--- src/rtl/pwm_pulse_gen.sv ---
// pwm_pulse_gen
//   Responder end of the PID-to-motor PWM handshake. Captures magnitude and
//   direction requests, applies them on frame boundaries and produces an
//   RC-servo style pulse train (NEUTRAL_US +/- up to 498 us) for a Spark MAX.
//
//   Optional build macro PWM_SLEW_LIMIT_EN: when defined, the active value
//   walks toward the request by at most SLEW_STEP per frame, passing through
//   zero on a direction reversal. When undefined, a request takes effect in
//   one step at the next boundary.
//
// Ports
//   clock          system clock, rising edge
//   reset_n        asynchronous active-low reset
//   pwm_enable     1 = generate pulses, 0 = output low, counters cleared
//   pwm_ratio      requested magnitude 0..255
//   pwm_direction  0 = forward (longer pulse), 1 = reverse (shorter pulse)
//   pwm_update     one-cycle strobe capturing pwm_ratio/pwm_direction
//   pwm_done       one-cycle pulse when a request becomes the active value
//   pwm_signal     registered PWM output to the motor controller
//   period_start   one-cycle pulse on the first cycle of every frame
module pwm_pulse_gen #(
    parameter int CYCLES_PER_US = 27,
    parameter int PERIOD_US     = 5000,
    parameter int NEUTRAL_US    = 1500,
    parameter int SLEW_STEP     = 16
) (
    input  logic       clock,
    input  logic       reset_n,
    input  logic       pwm_enable,
    input  logic [7:0] pwm_ratio,
    input  logic       pwm_direction,
    input  logic       pwm_update,
    output logic       pwm_done,
    output logic       pwm_signal,
    output logic       period_start
);

    localparam int PRE_W = $clog2(CYCLES_PER_US + 1);
    localparam int CNT_W = $clog2(PERIOD_US + 1);

    localparam logic [PRE_W-1:0] PRE_LAST = PRE_W'(CYCLES_PER_US - 1);
    localparam logic [PRE_W-1:0] PRE_ONE  = PRE_W'(1);
    localparam logic [CNT_W-1:0] CNT_LAST = CNT_W'(PERIOD_US - 1);
    localparam logic [CNT_W-1:0] CNT_ONE  = CNT_W'(1);
    localparam logic [CNT_W-1:0] NEUTRAL  = CNT_W'(NEUTRAL_US);

    // The pulse must fit inside the frame in both directions.
    if (PERIOD_US <= 2000 || NEUTRAL_US < 498 || NEUTRAL_US + 498 >= PERIOD_US ||
        CYCLES_PER_US < 1 || SLEW_STEP < 1 || SLEW_STEP > 255) begin : g_param_check
        $error("pwm_pulse_gen: invalid parameter set");
    end

    logic [PRE_W-1:0] us_pre;
    logic [CNT_W-1:0] us_cnt;
    logic             enable_q;

    logic [7:0]       active_ratio;
    logic             active_dir;
    logic [7:0]       pending_ratio;
    logic             pending_dir;
    logic             pending_valid;

    logic [7:0]       next_ratio;
    logic             next_dir;
    logic             next_matches;

    logic [16:0]      offset_full;
    logic [8:0]       offset_us;
    logic [CNT_W-1:0] pulse_us;

    logic             running;
    logic             starting;
    logic             pre_wrap;
    logic             boundary;

    // First enabled cycle is spent with counters at zero so the frame that
    // follows starts cleanly with period_start.
    assign running  = pwm_enable & enable_q;
    assign starting = pwm_enable & ~enable_q;
    assign pre_wrap = (us_pre == PRE_LAST);
    assign boundary = running & pre_wrap & (us_cnt == CNT_LAST);

    // 255 * 500 / 256 = 498, so the offset always fits in 9 bits.
    assign offset_full = 17'(active_ratio) * 17'd500;
    assign offset_us   = 9'(offset_full >> 8);
    assign pulse_us    = active_dir ? (NEUTRAL - CNT_W'(offset_us))
                                    : (NEUTRAL + CNT_W'(offset_us));

    // Value the active register takes at the next boundary while a request
    // is pending.
    always_comb begin
        // NOTE: every output of this block gets a default first, so no path
        // leaves it unassigned and no latch is inferred.
        next_ratio = active_ratio;
        next_dir   = active_dir;
`ifdef PWM_SLEW_LIMIT_EN
        if (active_dir != pending_dir) begin
            if (active_ratio == 8'd0) begin
                // Flip at zero and start climbing in the new direction.
                next_dir   = pending_dir;
                next_ratio = (pending_ratio > 8'(SLEW_STEP)) ? 8'(SLEW_STEP) : pending_ratio;
            end else begin
                next_ratio = (active_ratio > 8'(SLEW_STEP)) ? active_ratio - 8'(SLEW_STEP) : 8'd0;
            end
        end else if (pending_ratio > active_ratio) begin
            next_ratio = (pending_ratio - active_ratio > 8'(SLEW_STEP))
                       ? active_ratio + 8'(SLEW_STEP) : pending_ratio;
        end else begin
            next_ratio = (active_ratio - pending_ratio > 8'(SLEW_STEP))
                       ? active_ratio - 8'(SLEW_STEP) : pending_ratio;
        end
`else
        next_ratio = pending_ratio;
        next_dir   = pending_dir;
`endif
        next_matches = (next_ratio == pending_ratio) && (next_dir == pending_dir);
    end

    // Frame timing and the registered output.
    always_ff @(posedge clock or negedge reset_n) begin
        // NOTE: sequential state uses non-blocking assignments only, so every
        // register samples the pre-edge values of the others.
        if (!reset_n) begin
            us_pre       <= '0;
            us_cnt       <= '0;
            enable_q     <= 1'b0;
            period_start <= 1'b0;
            pwm_signal   <= 1'b0;
        end else begin
            enable_q     <= pwm_enable;
            period_start <= starting | boundary;
            pwm_signal   <= running & (us_cnt < pulse_us);
            if (!running) begin
                us_pre <= '0;
                us_cnt <= '0;
            end else if (pre_wrap) begin
                us_pre <= '0;
                us_cnt <= (us_cnt == CNT_LAST) ? '0 : us_cnt + CNT_ONE;
            end else begin
                us_pre <= us_pre + PRE_ONE;
            end
        end
    end

    // Request capture and application.
    always_ff @(posedge clock or negedge reset_n) begin
        if (!reset_n) begin
            active_ratio  <= '0;
            active_dir    <= 1'b0;
            pending_ratio <= '0;
            pending_dir   <= 1'b0;
            pending_valid <= 1'b0;
            pwm_done      <= 1'b0;
        end else begin
            pwm_done <= 1'b0;
            if (!pwm_enable) begin
                // No frame to align to: requests take effect at once.
                if (pwm_update) begin
                    active_ratio  <= pwm_ratio;
                    active_dir    <= pwm_direction;
                    pending_ratio <= pwm_ratio;
                    pending_dir   <= pwm_direction;
                    pending_valid <= 1'b0;
                    pwm_done      <= 1'b1;
                end else if (pending_valid) begin
                    active_ratio  <= pending_ratio;
                    active_dir    <= pending_dir;
                    pending_valid <= 1'b0;
                    pwm_done      <= 1'b1;
                end
            end else begin
                if (boundary && pending_valid) begin
                    active_ratio <= next_ratio;
                    active_dir   <= next_dir;
                    if (next_matches) begin
                        pending_valid <= 1'b0;
                        pwm_done      <= 1'b1;
                    end
                end
                // Placed last so a strobe on the boundary cycle keeps
                // pending_valid set and waits for the following boundary.
                if (pwm_update) begin
                    pending_ratio <= pwm_ratio;
                    pending_dir   <= pwm_direction;
                    pending_valid <= 1'b1;
                end
            end
        end
    end

endmodule

--- config.mk ---
export PLATFORM = sky130hd
export DESIGN_NAME = pwm_pulse_gen
export DESIGN_NICKNAME = d
export VERILOG_FILES = /design/src/rtl/pwm_pulse_gen.sv
export SDC_FILE = /design/constraint.sdc
export NUM_CORES = 1
export LEC_CHECK = 0
export ABC_AREA = 1
export CAP_MARGIN = 20
export CORE_MARGIN = 1
export CORE_UTILIZATION = 40
export CTS_CLUSTER_DIAMETER = 40
export DETAILED_ROUTE_END_ITERATION = 10
export PLACE_DENSITY = 0.67
export SKIP_CTS_REPAIR_TIMING = 1
export SYNTH_ARGS = -nofsm -noshare
export SYNTH_HDL_FRONTEND = slang
export SYNTH_SLANG_ARGS = --single-unit
--- constraint.sdc ---
create_clock -name clock -period 13.9 [get_ports clock]
set_clock_uncertainty 0.2 [all_clocks]
set_input_delay 2.78 -clock clock [delete_from_list [all_inputs] [get_ports clock]]
set_output_delay 2.78 -clock clock [all_outputs]
set_load 0.02 [all_outputs]
## Yosys cells after proc, flatten, opt, wreduce, memory -nomap -nowiden

Index checks and enable logic that the tools add are counted.

- $mul: 1
- $add $sub $neg: 4
- Bitwise gates (word level): 7
- Reduce and logical (&&, ||, !) cells: 3
- Magnitude comparators: 1
- Mux-type cells: 21
- Equal/unequal tests: 5

Operator list:

| kind | number |
|---|---|
| $mux 13 | 4 |
| $mux 8 | 4 |
| $mul 8x7->15 const B | 1 |
| $add 13x1->13 const B | 1 |
| $eq 13x13->1 const B | 1 |
| $lt 13x13->1 | 1 |
| $add 11x9->12 const A | 1 |
| $sub 11x9->12 const A | 1 |
| $mux 1 | 11 |
| $mux 5 | 2 |
| $add 5x1->5 const B | 1 |
| $and 1x1->1 | 5 |
| $eq 5x5->1 const B | 1 |
| $ne 2x1->1 const B | 2 |
| $ne 3x1->1 const B | 1 |
| $reduce_bool 3->1 | 1 |
| $reduce_and 2->1 | 1 |
| $logic_and 1x1->1 | 1 |
| $not 1->1 | 1 |
| $or 1x1->1 | 1 |

- Logic and storage cells: 53
- Output and inout port bits: 3
- Register bits: 41
- Input bits: 13

## Logic depth before layout (Yosys ltp)

- Depth in word-level cells: 7
- Gate-level depth with buffers: 30
- Depth with buffers taken out: 30

## Least setup slack after synthesis

No wires, ideal clock.

- Kind: reg2reg
- From: register active_ratio[1]
- To: register pwm_signal
- Stages on the path, launching flop included: 28
- Buffers on the path: 0
- Setup time: 0.088 ns
- Period minus slack after synthesis: 5.102 ns
- Path slack: 8.798 ns
- Data arrival time: 4.814 ns
- Data required time: 13.612 ns
- Path through: dfrtp_1 -> fa_1 -> inv_1 -> fa_1 -> fa_1 -> fa_1 -> inv_1 -> ha_1 -> nand2_1 -> inv_1 -> a21oi_2 -> nand3_1 -> nand2_2 -> inv_1 -> ha_1 -> nand2_1 -> nand3_1 -> nand2_1 -> nand2_1 -> nand2_1 -> nand3_1 -> nand2_1 -> inv_1 -> ha_1 -> a21oi_1 -> o21a_1 -> o21ai_0 -> a41oi_1

- Word-level cells in the longest chain between the ends: 5
- Elaborated cells on any way between the ends: 6
- Classes of those cells: add/sub: 2; mul: 1; order compare: 1; mux: 1; bitwise: 1

RTL lines:

| what | line | RTL |
|---|---|---|
| from (decl) | 57 | `logic [7:0] active_ratio;` |
| from (signal assigned) | 159 | `active_ratio <= pwm_ratio;` |
| from (signal assigned) | 166 | `active_ratio <= pending_ratio;` |
| from (signal assigned) | 173 | `active_ratio <= next_ratio;` |
| $mul 8x7->15 (*) | 84 | `assign offset_full = 17'(active_ratio) * 17'd500;` |
| $add 11x9->12 / $sub 11x9->12 (equally long branches) | 87, 86 |  |
| $mux 13 (*) | 86 | `assign pulse_us = active_dir ? (NEUTRAL - CNT_W'(offset_us))` |
| $lt 13x13->1 (*) | 132 | `pwm_signal <= running & (us_cnt < pulse_us);` |
| $and 1x1->1 (*) | 132 |  |
| to (signal assigned) | 132 |  |
| to (decl) | 34 | `output logic pwm_signal,` |

Every way passes the cells marked *; elsewhere a longest branch is shown, timed or not.
A chain may end at the register's enable or synchronous reset.

## Worst setup path after layout

- From: register active_ratio[0]
- To: register pwm_signal

The elaborated chain is that of the path after synthesis.

==> metrics.yaml <==
status:
  outcome: "completed"
synthesis:
  synth_sequential_area_ratio_pct: 26.4
  synth_xor_area_share_pct: 3.60
  synthMuxAreaShare_pct: 0
  synth_fp_nets: 569
  yosys_warnings: 0
  synth_top_cell_by_area: "dfrtp_1"
  synth_compound_area_share_pct: 12.8
  syn_area_per_cell_um2: 8.03
  ys_async_sr_fraction_pct: 100
  ys_dominant_reg_cell: "dfrtp_1"
  synth_top_area_share_pct: 26.4
  ys_ff_latch: 41
  syn_area_um2: 3890
  synth_commonest_cells: "nand2_1 (98), inv_1 (92), ha_1 (52)"
  synth.distinct_cells: 37
  syn_inst: 484
  synth_simple_gate_area_share_pct: 20.1
  yosysMostFrequentCell: "nand2_1"
  synth_top_family_by_area: "adder cells"
  synth_edf_count: 0
  yosys-top-cells-area: "dfrtp_1 (26%), ha_1 (17%), fa_1 (10%)"
  synth_fa_ha_area_share_pct: 27.0
route:
  postRouteAntennaNets: 0
  wl_per_cell_um: 11.9
  vias: 3076
  routed_wl_mm: 7.48
  drtIter0Drc: 128
  drtPass1Iterations: 4
  avgViaCountPerCell: 4.88
  route.detailed.drc: 0
sta:
  fmax_ghz: 0.183
  maxSlewViolCount: 0
  rsz0062_at_grt: "false"
  setup_violations: 0
  hold_viol: 0
  fin_setup_tns_ns: 0
  fin_crit_ns: 5.47
  whs_ns: 0.269
  worst_pin_slew_ns: 0.932
  setup_slack_ns: 8.43
  slew_headroom_pct: 37.9
  post-route-period-util_pct: 39.4
grt:
  grtUsageTotal_pct: 16.8
  antenna_found_initial: 0
  grt_pass1_vias: 3101
  grt_pass1_wl_mm: 13.7
  overflow: 0
  grt_max_degree: 42
final_layout:
  drive_gt1_share_pct: 6.79
  fin_nets: 585
  fillCellCount: 905
  diodes: 0
  syn_to_final_growth_pct: 9.72
  fin_cells: 630
die:
  start_util_pct: 41.7
  die_x_um: 101
  core_um2: 9330
  io_pins: 16
  die-area_um2: 10100
  die_h_um: 101
  rows: 35
placed_design:
  place_inst: 622
  hpwl_mm: 6.09
  place_ws_ns: 8.45
  gp_congestion: 0.845
  io_buffers: 15
setup_path:
  critPathMaxStageDelay_ns: 0.64
  cpMostUsedCell: "nand2_1"
  crit_type: "reg2reg"
  worstPathArrival_ns: 5.49
  worstPathRequired_ns: 13.91
  crit_slowest_cell: "fa_1"
  rr_worst_depth: 29
  end_kind: "flop"
  path_max_fanout: 7
  startpoint_type: "flop"
run:
  drv_cap: 0
clock_network:
  clock-sinks: 41
  cts_buffers: 5
  cts_root_buffer: "clkbuf_8"
  cts_max_path_buffers: 2
  htreeDepth: 2
  insertion_delay_ns: 0.29
  cts_tree: "done"
  clk_pin_slew_ns: 0.08
hold_path:
  whs_path_depth: 1
  min_path_type: "reg2reg"
## worst max-delay path, delay by kind of cell, from the launching register on
family,cells,cell delay [ns]
compound gates,4,0.56
buf+inv,4,0.23
xor+xnor,1,0.17
fa+ha+maj,7,2.70
flops,1,0.48
simple gates,13,1.07
## through the flow
stage                     utilization [%]  cell area [um2]
final                                45.7             4270
after global placement               44.5             4150
after global routing                 45.7             4270
after CTS                            45.7             4270
after detailed placement             44.5             4150
after floorplan                         -             3890
## routing by layer
metal	GRT usage [%]	wire length [um]	vias up	share of wire, %
met5	0	0	-	0
met4	4.12	69	0	0.92
met3	1.94	145	5	1.9
met2	29.6	3530	31	47
met1	22.0	3730	1446	50
li1	-	-	1594	-
## state kept, by name (all words and copies together) (netlist names)
name,count
active_ratio,8
active_dir,1
pwm_signal,1
us_pre,5
us_cnt,13
next_ratio,8
pending_valid,1
period_start,1
pwm_done,1
enable_q,1
next_dir,1
## final timing paths
path,start,end,slack (ns)
setup / recovery,active_ratio[0],pwm_signal,8.43
hold / removal,enable_q,period_start,0.27
setup reg to reg,active_ratio[0],pwm_signal,8.43
hold reg to reg,enable_q,period_start,0.27
max in group asynchronous,reset_n,us_cnt[9],10.49
min in group asynchronous,reset_n,next_ratio[2],2.42
## area by class of cell
| class | count | area [um2] | share of cell area, % |
|---|---|---|---|
| tap | 129 | 161 | 3.78 |
| clock buffer | 6 | 72.6 | 1.70 |
| multi-input combinational | 344 | 2470 | 58.0 |
| clock inverter | 2 | 38.8 | 0.909 |
| sequential | 41 | 1030 | 24.1 |
| timing repair buffer | 15 | 145 | 3.40 |
| inverter | 93 | 349 | 8.18 |
## cells in the final DEF, fill, tap and decap left out, types with 2 or more instances in the layout
cell type	instances
a21oi_1	14
a21oi_2	2
a21oi_4	2
a31oi_1	2
clkbuf_8	5
clkdlybuf4s50_1	14
dfrtp_1	41
fa_1	20
ha_1	52
inv_1	92
nand2_1	98
nand2_2	11
nand3_1	20
nand4_1	7
nor2_1	25
nor2_2	3
nor2_4	3
nor3_1	2
nor4_1	2
o211ai_1	9
o21a_1	2
o21ai_0	33
o21ai_1	5
o22ai_1	7
xnor2_1	6
xor2_1	10
## cells by family after synthesis
logic type                 after synthesis
xor gates and xnor gates                16
and+or+nand+nor                        174
AOI/OAI and AO/OA                       82
adders and majority gates               72
DFF                                     41
buffers and inverters                   99
Power is left out: the tool's default activity adds up to more than one toggle a clock period on the data nets, which glitch-free logic cannot reach.
